$ cat config.mk
export PLATFORM = sky130hd
export DESIGN_NAME = selector_de_valores
export DESIGN_NICKNAME = d
export VERILOG_FILES = /design/src/rtl/selector_pkg.sv /design/src/rtl/antirrebote.sv /design/src/rtl/selector_de_valores.sv
export SDC_FILE = /design/constraint.sdc
export NUM_CORES = 1
export LEC_CHECK = 0
export BUFFER_PORTS_ARGS = -buffer_cell sky130_fd_sc_hd__buf_2
export CAP_MARGIN = 15
export CELL_PAD_IN_SITES_DETAIL_PLACEMENT = 1
export CELL_PAD_IN_SITES_GLOBAL_PLACEMENT = 1
export CORE_ASPECT_RATIO = 1.75
export CORE_MARGIN = 2
export CORE_UTILIZATION = 45
export DETAILED_ROUTE_END_ITERATION = 12
export PLACE_DENSITY = 0.75
export SLEW_MARGIN = 10
export SYNTH_ARGS = -nofsm -noshare
export SYNTH_HDL_FRONTEND = slang
export SYNTH_HIERARCHICAL = 1
export SYNTH_SLANG_ARGS = --single-unit
$ cat constraint.sdc
create_clock -name clk_i -period 2.2 [get_ports clk_i]
set_input_delay 0 -clock clk_i [delete_from_list [all_inputs] [get_ports clk_i]]
set_output_delay 0 -clock clk_i [all_outputs]
set_load 0.01 [all_outputs]
$ cat src/rtl/selector_pkg.sv
`default_nettype none
// +------------------------------------------------------------------+
// | selector_pkg : widths, defaults and wrap helper for the selector |
// | Rev 1.0                                                          |
// +------------------------------------------------------------------+
package selector_pkg;

    localparam int VALORF_W       = 3;
    localparam int VALORC_W       = 4;
    localparam int VALORF_MAX_DEF = 7;
    localparam int VALORC_MAX_DEF = 9;
    localparam int DEBOUNCE_DEF   = 250000;
    localparam int DEBOUNCE_SIM   = 4;

    // One step up or down with wrap between 0 and maximo.
    function automatic logic [3:0] paso(input logic [3:0] v,
                                        input logic [3:0] maximo,
                                        input logic       sube);
        if (sube)
            return (v == maximo) ? 4'd0 : v + 4'd1;
        else
            return (v == 4'd0) ? maximo : v - 4'd1;
    endfunction

endpackage
`default_nettype wire

$ cat src/rtl/antirrebote.sv
`default_nettype none
// +------------------------------------------------------------------+
// | antirrebote : synchroniser, debouncer and press-pulse generator  |
// | Rev 1.0                                                          |
// +------------------------------------------------------------------+
module antirrebote #(
    parameter int DEBOUNCE_CYCLES = 250000
) (
    input  logic clk_i,
    input  logic reset,
    input  logic boton_i,
    output logic pulso_o
);

    localparam int            CW     = $clog2(DEBOUNCE_CYCLES);
    localparam logic [CW-1:0] C_LAST = CW'(DEBOUNCE_CYCLES - 1);

    logic          r_sync1;
    logic          r_sync2;
    logic [CW-1:0] r_cnt;
    logic          r_deb;
    logic          r_deb_d;

    always_ff @(posedge clk_i or posedge reset) begin
        if (reset) begin
            r_sync1 <= 1'b0;
            r_sync2 <= 1'b0;
            r_cnt   <= '0;
            r_deb   <= 1'b0;
            r_deb_d <= 1'b0;
        end else begin
            r_sync1 <= boton_i;
            r_sync2 <= r_sync1;
            r_deb_d <= r_deb;
            if (r_sync2 == r_deb) begin
                r_cnt <= '0;
            end else if (r_cnt == C_LAST) begin
                r_deb <= r_sync2;
                r_cnt <= '0;
            end else begin
                r_cnt <= r_cnt + 1'b1;
            end
        end
    end

    // Rising edge of the debounced level only; releases are silent.
    assign pulso_o = r_deb & ~r_deb_d;

endmodule
`default_nettype wire

$ cat src/rtl/selector_de_valores.sv
`default_nettype none
// +------------------------------------------------------------------+
// | selector_de_valores : button-driven mode/value selector          |
// | Rev 1.0                                                          |
// +------------------------------------------------------------------+
module selector_de_valores
    import selector_pkg::*;
#(
    parameter int DEBOUNCE_CYCLES = DEBOUNCE_DEF,
    parameter int VALORF_MAX      = VALORF_MAX_DEF,
    parameter int VALORC_MAX      = VALORC_MAX_DEF
) (
    input  logic                clk_i,
    input  logic                reset,
    input  logic                boton_modo_i,
    input  logic                boton_inc_i,
    input  logic                boton_dec_i,
    output logic                modo_o,
    output logic [VALORF_W-1:0] valorf_o,
    output logic [VALORC_W-1:0] valorC_o,
    output logic                cambio_o
);

    logic w_p_modo;
    logic w_p_inc;
    logic w_p_dec;

    antirrebote #(.DEBOUNCE_CYCLES(DEBOUNCE_CYCLES)) u_ar_modo (
        .clk_i(clk_i), .reset(reset), .boton_i(boton_modo_i), .pulso_o(w_p_modo));
    antirrebote #(.DEBOUNCE_CYCLES(DEBOUNCE_CYCLES)) u_ar_inc (
        .clk_i(clk_i), .reset(reset), .boton_i(boton_inc_i), .pulso_o(w_p_inc));
    antirrebote #(.DEBOUNCE_CYCLES(DEBOUNCE_CYCLES)) u_ar_dec (
        .clk_i(clk_i), .reset(reset), .boton_i(boton_dec_i), .pulso_o(w_p_dec));

    logic                w_modo_n;
    logic [VALORF_W-1:0] w_f_n;
    logic [VALORC_W-1:0] w_c_n;

    // The step targets the field selected before any same-cycle toggle;
    // inc and dec together cancel out.
    always_comb begin
        w_modo_n = modo_o ^ w_p_modo;
        w_f_n    = valorf_o;
        w_c_n    = valorC_o;
        if (w_p_inc ^ w_p_dec) begin
            if (!modo_o)
                w_f_n = VALORF_W'(paso({1'b0, valorf_o}, 4'(VALORF_MAX), w_p_inc));
            else
                w_c_n = paso(valorC_o, 4'(VALORC_MAX), w_p_inc);
        end
    end

    always_ff @(posedge clk_i or posedge reset) begin
        if (reset) begin
            modo_o   <= 1'b0;
            valorf_o <= '0;
            valorC_o <= '0;
            cambio_o <= 1'b0;
        end else begin
            modo_o   <= w_modo_n;
            valorf_o <= w_f_n;
            valorC_o <= w_c_n;
            cambio_o <= (w_modo_n != modo_o) || (w_f_n != valorf_o) || (w_c_n != valorC_o);
        end
    end

endmodule
`default_nettype wire

Word-level counts from Yosys, hierarchy flattened
Index checks and enable logic that the tools add are counted.
{"block": "op_classes", "add_sub_neg": 7, "mul": 0, "div": 0, "n_lt_le_gt_ge": 0, "eq_ne": 11, "n_shift": 0, "muxes": 16, "bitwise_logic": 11, "n_reduce_logical": 7}
{"operator": "two-way mux 18 bit", "n": 6}
{"operator": "adder 18 x 1 -> 18 bit, second input constant", "n": 3}
{"operator": "== test 18 bit, second input constant", "n": 3}
{"operator": "two-way mux 4 bit", "n": 5}
{"operator": "two-way mux 3 bit", "n": 5}
{"operator": "NOT 1 bit", "n": 6}
{"operator": "AND reduction 2 bit", "n": 3}
{"operator": "adder 4 x 1 -> 4 bit, second input constant", "n": 1}
{"operator": "== test 4 bit, second input constant", "n": 1}
{"operator": "logical NOT 4 bit", "n": 1}
{"operator": "inequality test 4 bit", "n": 1}
{"operator": "subtractor 4 x 1 -> 4 bit, second input constant", "n": 1}
{"operator": "adder 3 x 1 -> 3 bit, second input constant", "n": 1}
{"operator": "AND 1 bit", "n": 3}
{"operator": "== test 1 bit", "n": 3}
{"operator": "== test 3 bit, second input constant", "n": 1}
{"operator": "logical NOT 3 bit", "n": 1}
{"operator": "inequality test 3 bit", "n": 1}
{"operator": "subtractor 3 x 1 -> 3 bit, second input constant", "n": 1}
{"operator": "logical OR 1 bit", "n": 2}
{"operator": "XOR 1 bit", "n": 2}
{"operator": "inequality test 1 bit", "n": 1}
{"block": "totals", "regBits": 75, "latch_bits": 0, "mem_bits_rw": 0, "rom_bits": 0, "input_bits": 5, "n_memories": 0}

Longest topological paths before layout
Gate-level depths: netlist (run 1).
{"block": "depth", "word_depth": 8, "mapped_depth": 7, "depth_no_buf": 6}

Hierarchy
The synthesis (run 1) kept the hierarchy.
{"module": "antirrebote (u_ar_dec ...)", "instances": 2, "cells_per_inst": 106, "area_each_um2": 1087.3}
{"module": "antirrebote (u_ar_inc)", "instances": 1, "cells_per_inst": 101, "area_each_um2": 1053.5}
{"module": "selector_de_valores", "instances": 1, "cells_per_inst": 81, "area_each_um2": 729.4}

Least setup slack after synthesis (run 1)
Ideal clock, no wire load.
{"block": "synth_timing", "path_kind": "register -> register", "start": "register u_ar_dec.r_cnt[5]", "end": "register u_ar_dec.r_cnt[15]", "arrival_ns": 1.711, "setup_slack_ns": 0.370, "stages_incl_launch_ff": 8, "path_buffers": 3, "synth_period_minus_slack_ns": 1.830, "path_cell_list": "dfrtp_1 buf_6 or4b_1 nor4_2 a41o_1 buf_6 buf_12 nor2_1"}
{"block": "synth_between", "elab_chain_cells": 3}
{"element": "start: declaration", "line": "antirrebote.sv:20", "text": "logic [CW-1:0] r_cnt;"}
{"element": "start signal: assignment", "line": "antirrebote.sv:41", "text": "r_cnt <= r_cnt + 1'b1;"}
{"element": "adder 18 x 1 -> 18 bit or == test 18 bit (tied branches)", "line": "antirrebote.sv:41, antirrebote.sv:37"}
{"element": "two-way mux 18 bit *", "line": "antirrebote.sv:37", "text": "end else if (r_cnt == C_LAST) begin"}
{"element": "two-way mux 18 bit *", "line": "antirrebote.sv:35", "text": "if (r_sync2 == r_deb) begin"}
Every way passes the cells marked *; elsewhere a longest branch is shown, timed or not.
A chain may end at the register's enable or synchronous reset.

Final worst setup path (run 1)
{"block": "layout_timing", "start": "register u_ar_dec.r_cnt[13]", "end": "register u_ar_dec.r_cnt[11]"}
{"block": "layout_between", "elab_chain_cells": 3}
{"element": "== test 18 bit", "line": "antirrebote.sv:37"}
{"element": "two-way mux 18 bit", "line": "antirrebote.sv:37"}
{"element": "two-way mux 18 bit", "line": "antirrebote.sv:35"}
No other way between the ends.

==> impl_metrics.csv, run 1 <==
group,metric,value,unit
power,p_per_area,693.8,nW/um^2
clocking,cts_tree,"yes",
yosys,synth_top_area_share,47.42,%
clocking,cts_resized,0,
timing,setup_viol,0,
route,vias,3034,
clocking,cts_buffer_depth,2,
power,irDropWorstVdd,0.5207,mV
yosys,synthTopCellsByArea,"dfrtp_1 (47%), xnor2_1 (5.3%), xor2_1 (4.6%), nand4_1 (4.6%), nor2_1 (4.6%)",
worst_setup_path,critPathMaxStageDelay,0.50,ns
route,drc_errors,0,
timing,hold-worst-slack,0.2151,ns
timing,worst_pin_slew,0.8548,ns
yosys,synth_flop_cell,"dfrtp_1",
timing,rsz0062_at_grt,"no",
clocking,htreeDepth,3,
worst_setup_path,cp_max_fo,13,
placement,portBuffers,13,
worst_setup_path,path_buf_inv,1,
worst_setup_path,cp_data_arrival_time,2.16,ns
clocking,clock_latency,0.33,ns
global_route,grt_max_degree,23,
power,p_leak,1.896,nW
yosys,synth_cell_types,50,
yosys,synthArstFlopShare,100.0,%
worst_setup_path,rr_worst_depth,5,
yosys,synth-seq-cells,75,
global_route,grt_pass1_vias,3219,
timing,finalSetupTns,0,ns
timing,final_hold_viol_count,0,
worst_setup_path,critPathSlowestCell,"or4b_1",
route,final_antenna_net_count,0,
route,drtIter0Drc,149,
worst_setup_path,endpoint_kind,"register",
timing,slew_headroom,42.95,%
timing,finalClockSkew,0.004705,ns
yosys,synth_cells,394,
timing,finalCritPeriodShare,88.26,%
yosys,synthTopCellsByCount,"dfrtp_1 (75), nor2_1 (48), nand2_1 (29), nand4_1 (29), xnor2_1 (24)",
min_path,hold_path.class,"in -> async",
layout,nets,427,
placement,post-place-ws,0.2891,ns
yosys,netlist_area,3958,um^2
worst_setup_path,crit_chain,"or4b_1, nor4_2, a41o_1, buf_12, nor2_1",
timing,max_freq,0.5150,GHz
die,core_area,8615,um^2
global_route,grt_pass1_wl,15.46,mm
layout,layout-drive-gt1-share,13.64,%
die,dieHeight,128.1,um
die,die_w,74.89,um
timing,setup_slack,0.2583,ns
clocking,root_buffer,"clkbuf_16",
clocking,cts_sinks,75,
route,dr.pass1.iters,4,
yosys,ys.warnings.count,6,
clocking,cts_buffers,9,
flow_run,max_cap_viol_count,0,
die,ios,14,
placement,dpl.hpwl,6.225,mm
timing,finalCriticalPeriod,1.942,ns
yosys,synth-edff-count,0,
clocking,postCtsSetupBuffers,0,
die,dieArea,9590,um^2
worst_setup_path,critPathKind,"reg -> reg",
global_route,overflow,0,
layout,syn2layout_area_growth,12.93,%
route,via_per_inst,5.671,
layout,stdcell_area,4469,um^2
yosys,yosysTopAreaCell,"dfrtp_1",
placement,gp_congestion,0.8160,
yosys,ys_seq_area_share,47.42,%
die,start_util,45.94,%
placement,postPlaceCellArea,4104,um^2
worst_setup_path,worstPathRequired,2.42,ns
layout,n_antenna_cell,0,
yosys,synth_nets,408,
timing,slew_violations,0,
yosys,post-synth-top-count-cell,"dfrtp_1",
die,rows,45,
route,routed_wl,8.825,mm
yosys,synth_area_per_cell,10.04,um^2
global_route,antenna_found_initial,0,
clocking,clkTransAtPathRegs,0.06,ns
worst_setup_path,crit_path_start_kind,"register",
worst_setup_path,worst-path-stages,5,
status,status,"completed",
worst_setup_path,path_delay_family,"simple AND/OR/NAND/NOR gates",
route,wire_per_inst,16.50,um
global_route,globalRouteTotalUtil,20.91,%
-- where the power goes --
part	internal, W	switching (W)
registers	0.00140	0.0000178
logic	0.0000331	0.0000621
clock network	0.000998	0.000591
total	0.00243	0.000671
-- metal layers --
metal	share of wire (%)	track usage (%)	routed length [um]
met4	1.9	7.878	165
met5	0	0	0
met2	56	35.50	4914
met1	40	25.06	3569
met3	2.0	4.874	175
-- final cells by class --
cell class / instances / area (um^2)
Clock buffer: 9 / 225.2
Timing Repair Buffer: 29 / 207.7
Tap cell: 117 / 146.4
Clock inverter: 7 / 100.1
Fill cell: 959 / 4145
Multi-Input combinational cell: 286 / 1868
Sequential cell: 75 / 1877
Inverter: 12 / 45.04
-- path summary, 6_finish.rpt --
path                                    start                  to  slack (ns)
hold reg to reg              u_ar_inc/r_sync1    u_ar_inc/r_sync2        0.35
min in group clk_i               boton_modo_i   u_ar_modo/r_sync1        0.31
setup reg to reg           u_ar_dec/r_cnt[13]  u_ar_dec/r_cnt[11]        0.26
setup / recovery           u_ar_dec/r_cnt[13]  u_ar_dec/r_cnt[11]        0.26
max in group asynchronous               reset   u_ar_dec/r_cnt[4]        1.24
hold / removal                          reset         valorC_o[3]        0.22
-- cells by family (layout without fill, tap and decap cells) --
family | after synthesis | after routing | share of synthesized area [%]
and+or+nand+nor | 181 | 181 | 24.85
DFF | 75 | 75 | 47.42
AOI/OAI and AO/OA | 47 | 47 | 8.442
xor gates and xnor gates | 45 | 45 | 9.959
buffers and inverters | 33 | 57 | 5.375
adders and majority gates | 9 | 9 | 2.845
muxes | 4 | 4 | 1.106
-- state kept, by name, indices dropped and copies added (netlist names) --
name / count
u_ar_dec/r_deb: 1
u_ar_dec/r_sync1: 1
u_ar_modo/r_deb: 1
u_ar_modo/r_cnt: 18
cambio_o: 1
u_ar_inc/r_deb: 1
modo_o: 1
u_ar_dec/r_deb_d: 1
u_ar_modo/r_sync1: 1
valorf_o: 3
valorC_o: 4
u_ar_inc/r_deb_d: 1
u_ar_inc/r_cnt: 18
u_ar_dec/r_sync2: 1
u_ar_dec/r_cnt: 18
u_ar_inc/r_sync2: 1
u_ar_modo/r_sync2: 1
u_ar_modo/r_deb_d: 1
u_ar_inc/r_sync1: 1
-- stage by stage --
stage	instances	total power [W]	util, %
after global placement	515	0.001532	47.64
after detailed placement	515	0.001536	47.64
after floorplan	394	0.001512	-
after CTS	535	0.003154	51.88
after global routing	535	0.003228	51.88
final	535	0.003101	51.88
-- what timing repair did --
item	in CTS	in global routing
setup endpoints to repair	0	0
hold endpoints to repair	78	0
hold buffers	4	0
-- layout by cell type (no fill, tap or decap), types with 4 or more instances in the layout --
cell type      netlist  layout
buf_4                3      11
and3_1               7       7
dlygate4sd3_1        0       4
dfrtp_1             75      75
or3_1                5       5
o21ai_0             11      11
nor4_1               8       8
nand3_1              9       9
buf_2                0      13
nor3_1              11      11
or4_1                6       6
nand2_1             29      29
o31ai_1              7       7
nor2_1              48      48
ha_1                 9       9
xnor2_1             24      24
and3_2               4       4
inv_1               12      12
a21oi_1             11      11
or4b_1               4       4
nand4_1             29      29
clkbuf_16            0       9
xor2_1              21      21
-- tightest hold or removal path, delay by kind of cell --
family,cells,cell delay [ns]
buffers and inverters,3,0.95
No activity file was read; power rests on OpenSTA's default activity.
==> run 2: changes to the inputs <==
--- a/config.mk
+++ b/config.mk
@@ -5,15 +5,14 @@
 export SDC_FILE = /design/constraint.sdc
 export NUM_CORES = 1
 export LEC_CHECK = 0
+export ABC_CLOCK_PERIOD_IN_PS = 2200
 export BUFFER_PORTS_ARGS = -buffer_cell sky130_fd_sc_hd__buf_2
 export CAP_MARGIN = 15
-export CELL_PAD_IN_SITES_DETAIL_PLACEMENT = 1
-export CELL_PAD_IN_SITES_GLOBAL_PLACEMENT = 1
 export CORE_ASPECT_RATIO = 1.75
 export CORE_MARGIN = 2
 export CORE_UTILIZATION = 45
 export DETAILED_ROUTE_END_ITERATION = 12
-export PLACE_DENSITY = 0.75
+export PLACE_DENSITY = 0.62
 export SLEW_MARGIN = 10
 export SYNTH_ARGS = -nofsm -noshare
 export SYNTH_HDL_FRONTEND = slang
==> run 2 against run 1 <==
  * Routed wire length decreased by 16%
  * Critical path depth unchanged
  * Core utilization decreased by 0.58 points
  * Global-route usage decreased by 3.4 points
  * Critical endpoint is now u_ar_modo/r_cnt[10]
  * Clock power decreased by 4%
  * First-iteration DRC count decreased by 0.67%
  * Total power decreased by 2.0%
  * Clock skew increased by 0.0030 ns
  * Die area unchanged
  * Combinational power decreased by 4.6%
==> impl_metrics.csv, run 2 (synthesis results as in run 1) <==
group,metric,value,unit
global_route,grt_pass1_wl,13.11,mm
clocking,cts_tree,"yes",
global_route,grt_max_degree,23,
placement,dpl.hpwl,5.271,mm
layout,final_cell_mix,"dfrtp_1 (75), nor2_1 (48), nand2_1 (29), nand4_1 (29), xnor2_1 (24)",
timing,rsz0062_at_grt,"no",
timing,finalSetupTns,0,ns
timing,finalClockSkew,0.007680,ns
clocking,cts_sinks,75,
die,die_w,74.89,um
clocking,clock_latency,0.33,ns
timing,slew_violations,0,
layout,syn2layout_area_growth,11.67,%
timing,finalCritPeriodShare,94.43,%
worst_setup_path,crit_path_start_kind,"register",
timing,finalCriticalPeriod,2.077,ns
timing,max_freq,0.4814,GHz
route,drtIter0Drc,148,
route,final_antenna_net_count,0,
power,p_per_area,687.7,nW/um^2
layout,reg.largest.list,"u_ar_dec/r_cnt x18, u_ar_inc/r_cnt x18, u_ar_modo/r_cnt x18",
worst_setup_path,critPathKind,"reg -> reg",
worst_setup_path,crit_chain,"or4b_1, nor4_2, a41o_1, buf_4, nor2_1",
worst_setup_path,worstPathRequired,2.41,ns
flow_run,max_cap_viol_count,0,
route,wire_per_inst,13.89,um
route,dr.pass1.iters,4,
clocking,clkTransAtPathRegs,0.06,ns
power,irDropWorstVdd,0.4850,mV
timing,worst_pin_slew,0.8114,ns
timing,slew_headroom,45.85,%
global_route,overflow,0,
layout,fillers,797,
route,routed_wl,7.390,mm
worst_setup_path,endpoint_kind,"register",
die,dieHeight,128.1,um
clocking,htreeDepth,3,
global_route,antenna_found_initial,0,
worst_setup_path,critPathMaxStageDelay,0.55,ns
clocking,root_buffer,"clkbuf_16",
die,start_util,45.94,%
die,rows,45,
die,core_area,8615,um^2
route,via_per_inst,5.500,
global_route,globalRouteTotalUtil,17.53,%
power,p_leak,1.878,nW
worst_setup_path,cp_data_arrival_time,2.29,ns
layout,nets,424,
die,dieArea,9590,um^2
timing,setup_viol,0,
timing,final_hold_viol_count,0,
placement,gp_congestion,0.8600,
placement,portBuffers,13,
status,status,"completed",
route,drc_errors,0,
layout,layout-drive-gt1-share,12.53,%
worst_setup_path,critPathSlowestCell,"or4b_1",
clocking,hold_buffers,4,
clocking,postCtsSetupBuffers,0,
route,vias,2926,
clocking,cts_buffers,9,
die,ios,14,
worst_setup_path,cp_max_fo,13,
clocking,cts_resized,0,
layout,mostFrequentLayoutCell,"dfrtp_1",
layout,n_antenna_cell,0,
layout,postLayoutCoreUtil,51.30,%
min_path,hold_path.class,"in -> async",
global_route,grt_pass1_vias,2964,
clocking,cts_buffer_depth,2,
[run 2: changes by cell type in the layout (fill, tap and decap cells not counted)]
cell	before	now
buf_4	11	9
clkbuf_1	0	2
clkinv_2	0	2
clkinvlp_4	3	1
buf_12	1	0
clkinv_4	1	0
inv_6	1	0
[run 2: critical path: cells and delay by family (launching register included)]
kind,cells,cell delay (ns)
AND/OR/NAND/NOR,3,0.94
AO/OA/AOI/OAI,1,0.33
buffers and inverters,1,0.23
flip-flops,1,0.46
[run 2: cell type report]
type                    count  area [um^2]  area share [%]
inverters                  12        45.04           1.019
clock buffers              11        232.7           5.266
flip-flops and latches     75         1877           42.47
multi-input cells         286         1868           42.27
well taps                 117        146.4           3.313
clock inverters             5        77.57           1.755
repair buffers             26        172.7           3.907
[run 2: per-stage QoR]
step	hold slack, ns	instances	total power [W]	setup WS (ns)	instance area (um^2)
2_1_floorplan	-0.1721	394	0.001512	0.3700	3958
3_3_place_gp	0.01924	512	0.001528	0.2170	4069
3_5_place_dp	0.02052	512	0.001530	0.1570	4069
4_1_cts	0.2190	532	0.003085	0.1489	4419
5_1_grt	0.2488	532	0.003153	0.06728	4419
6_report	0.2076	532	0.003039	0.1226	4419
[run 2: final timing paths]
path                                          from                   to  slack (ns)  cells past startpoint
max in group asynchronous                    reset    u_ar_inc/r_cnt[8]        1.28                      3
worst max register to register  u_ar_modo/r_cnt[5]  u_ar_modo/r_cnt[10]        0.12                      5
worst min-delay path                         reset          valorC_o[3]        0.21                      3
worst max-delay path            u_ar_modo/r_cnt[5]  u_ar_modo/r_cnt[10]        0.12                      5
worst min register to register    u_ar_inc/r_sync1     u_ar_inc/r_sync2        0.35                      0
min in group clk_i                    boton_modo_i    u_ar_modo/r_sync1        0.30                      2
[run 2: power by group]
| part | internal (W) | switching, W |
|---|---|---|
| registers | 0.00140 | 0.0000175 |
| logic | 0.0000308 | 0.0000601 |
| clock network | 0.000989 | 0.000543 |
| total | 0.00242 | 0.000620 |
[run 2: routing by layer]
layer  GRT usage [%]  part of all wire (%)  vias up
met5               0                     0        -
met4           9.874                   3.2        0
met3           2.830                   2.1       19
met2           30.75                    53       40
met1           19.23                    42     1420
li1                -                     -     1447
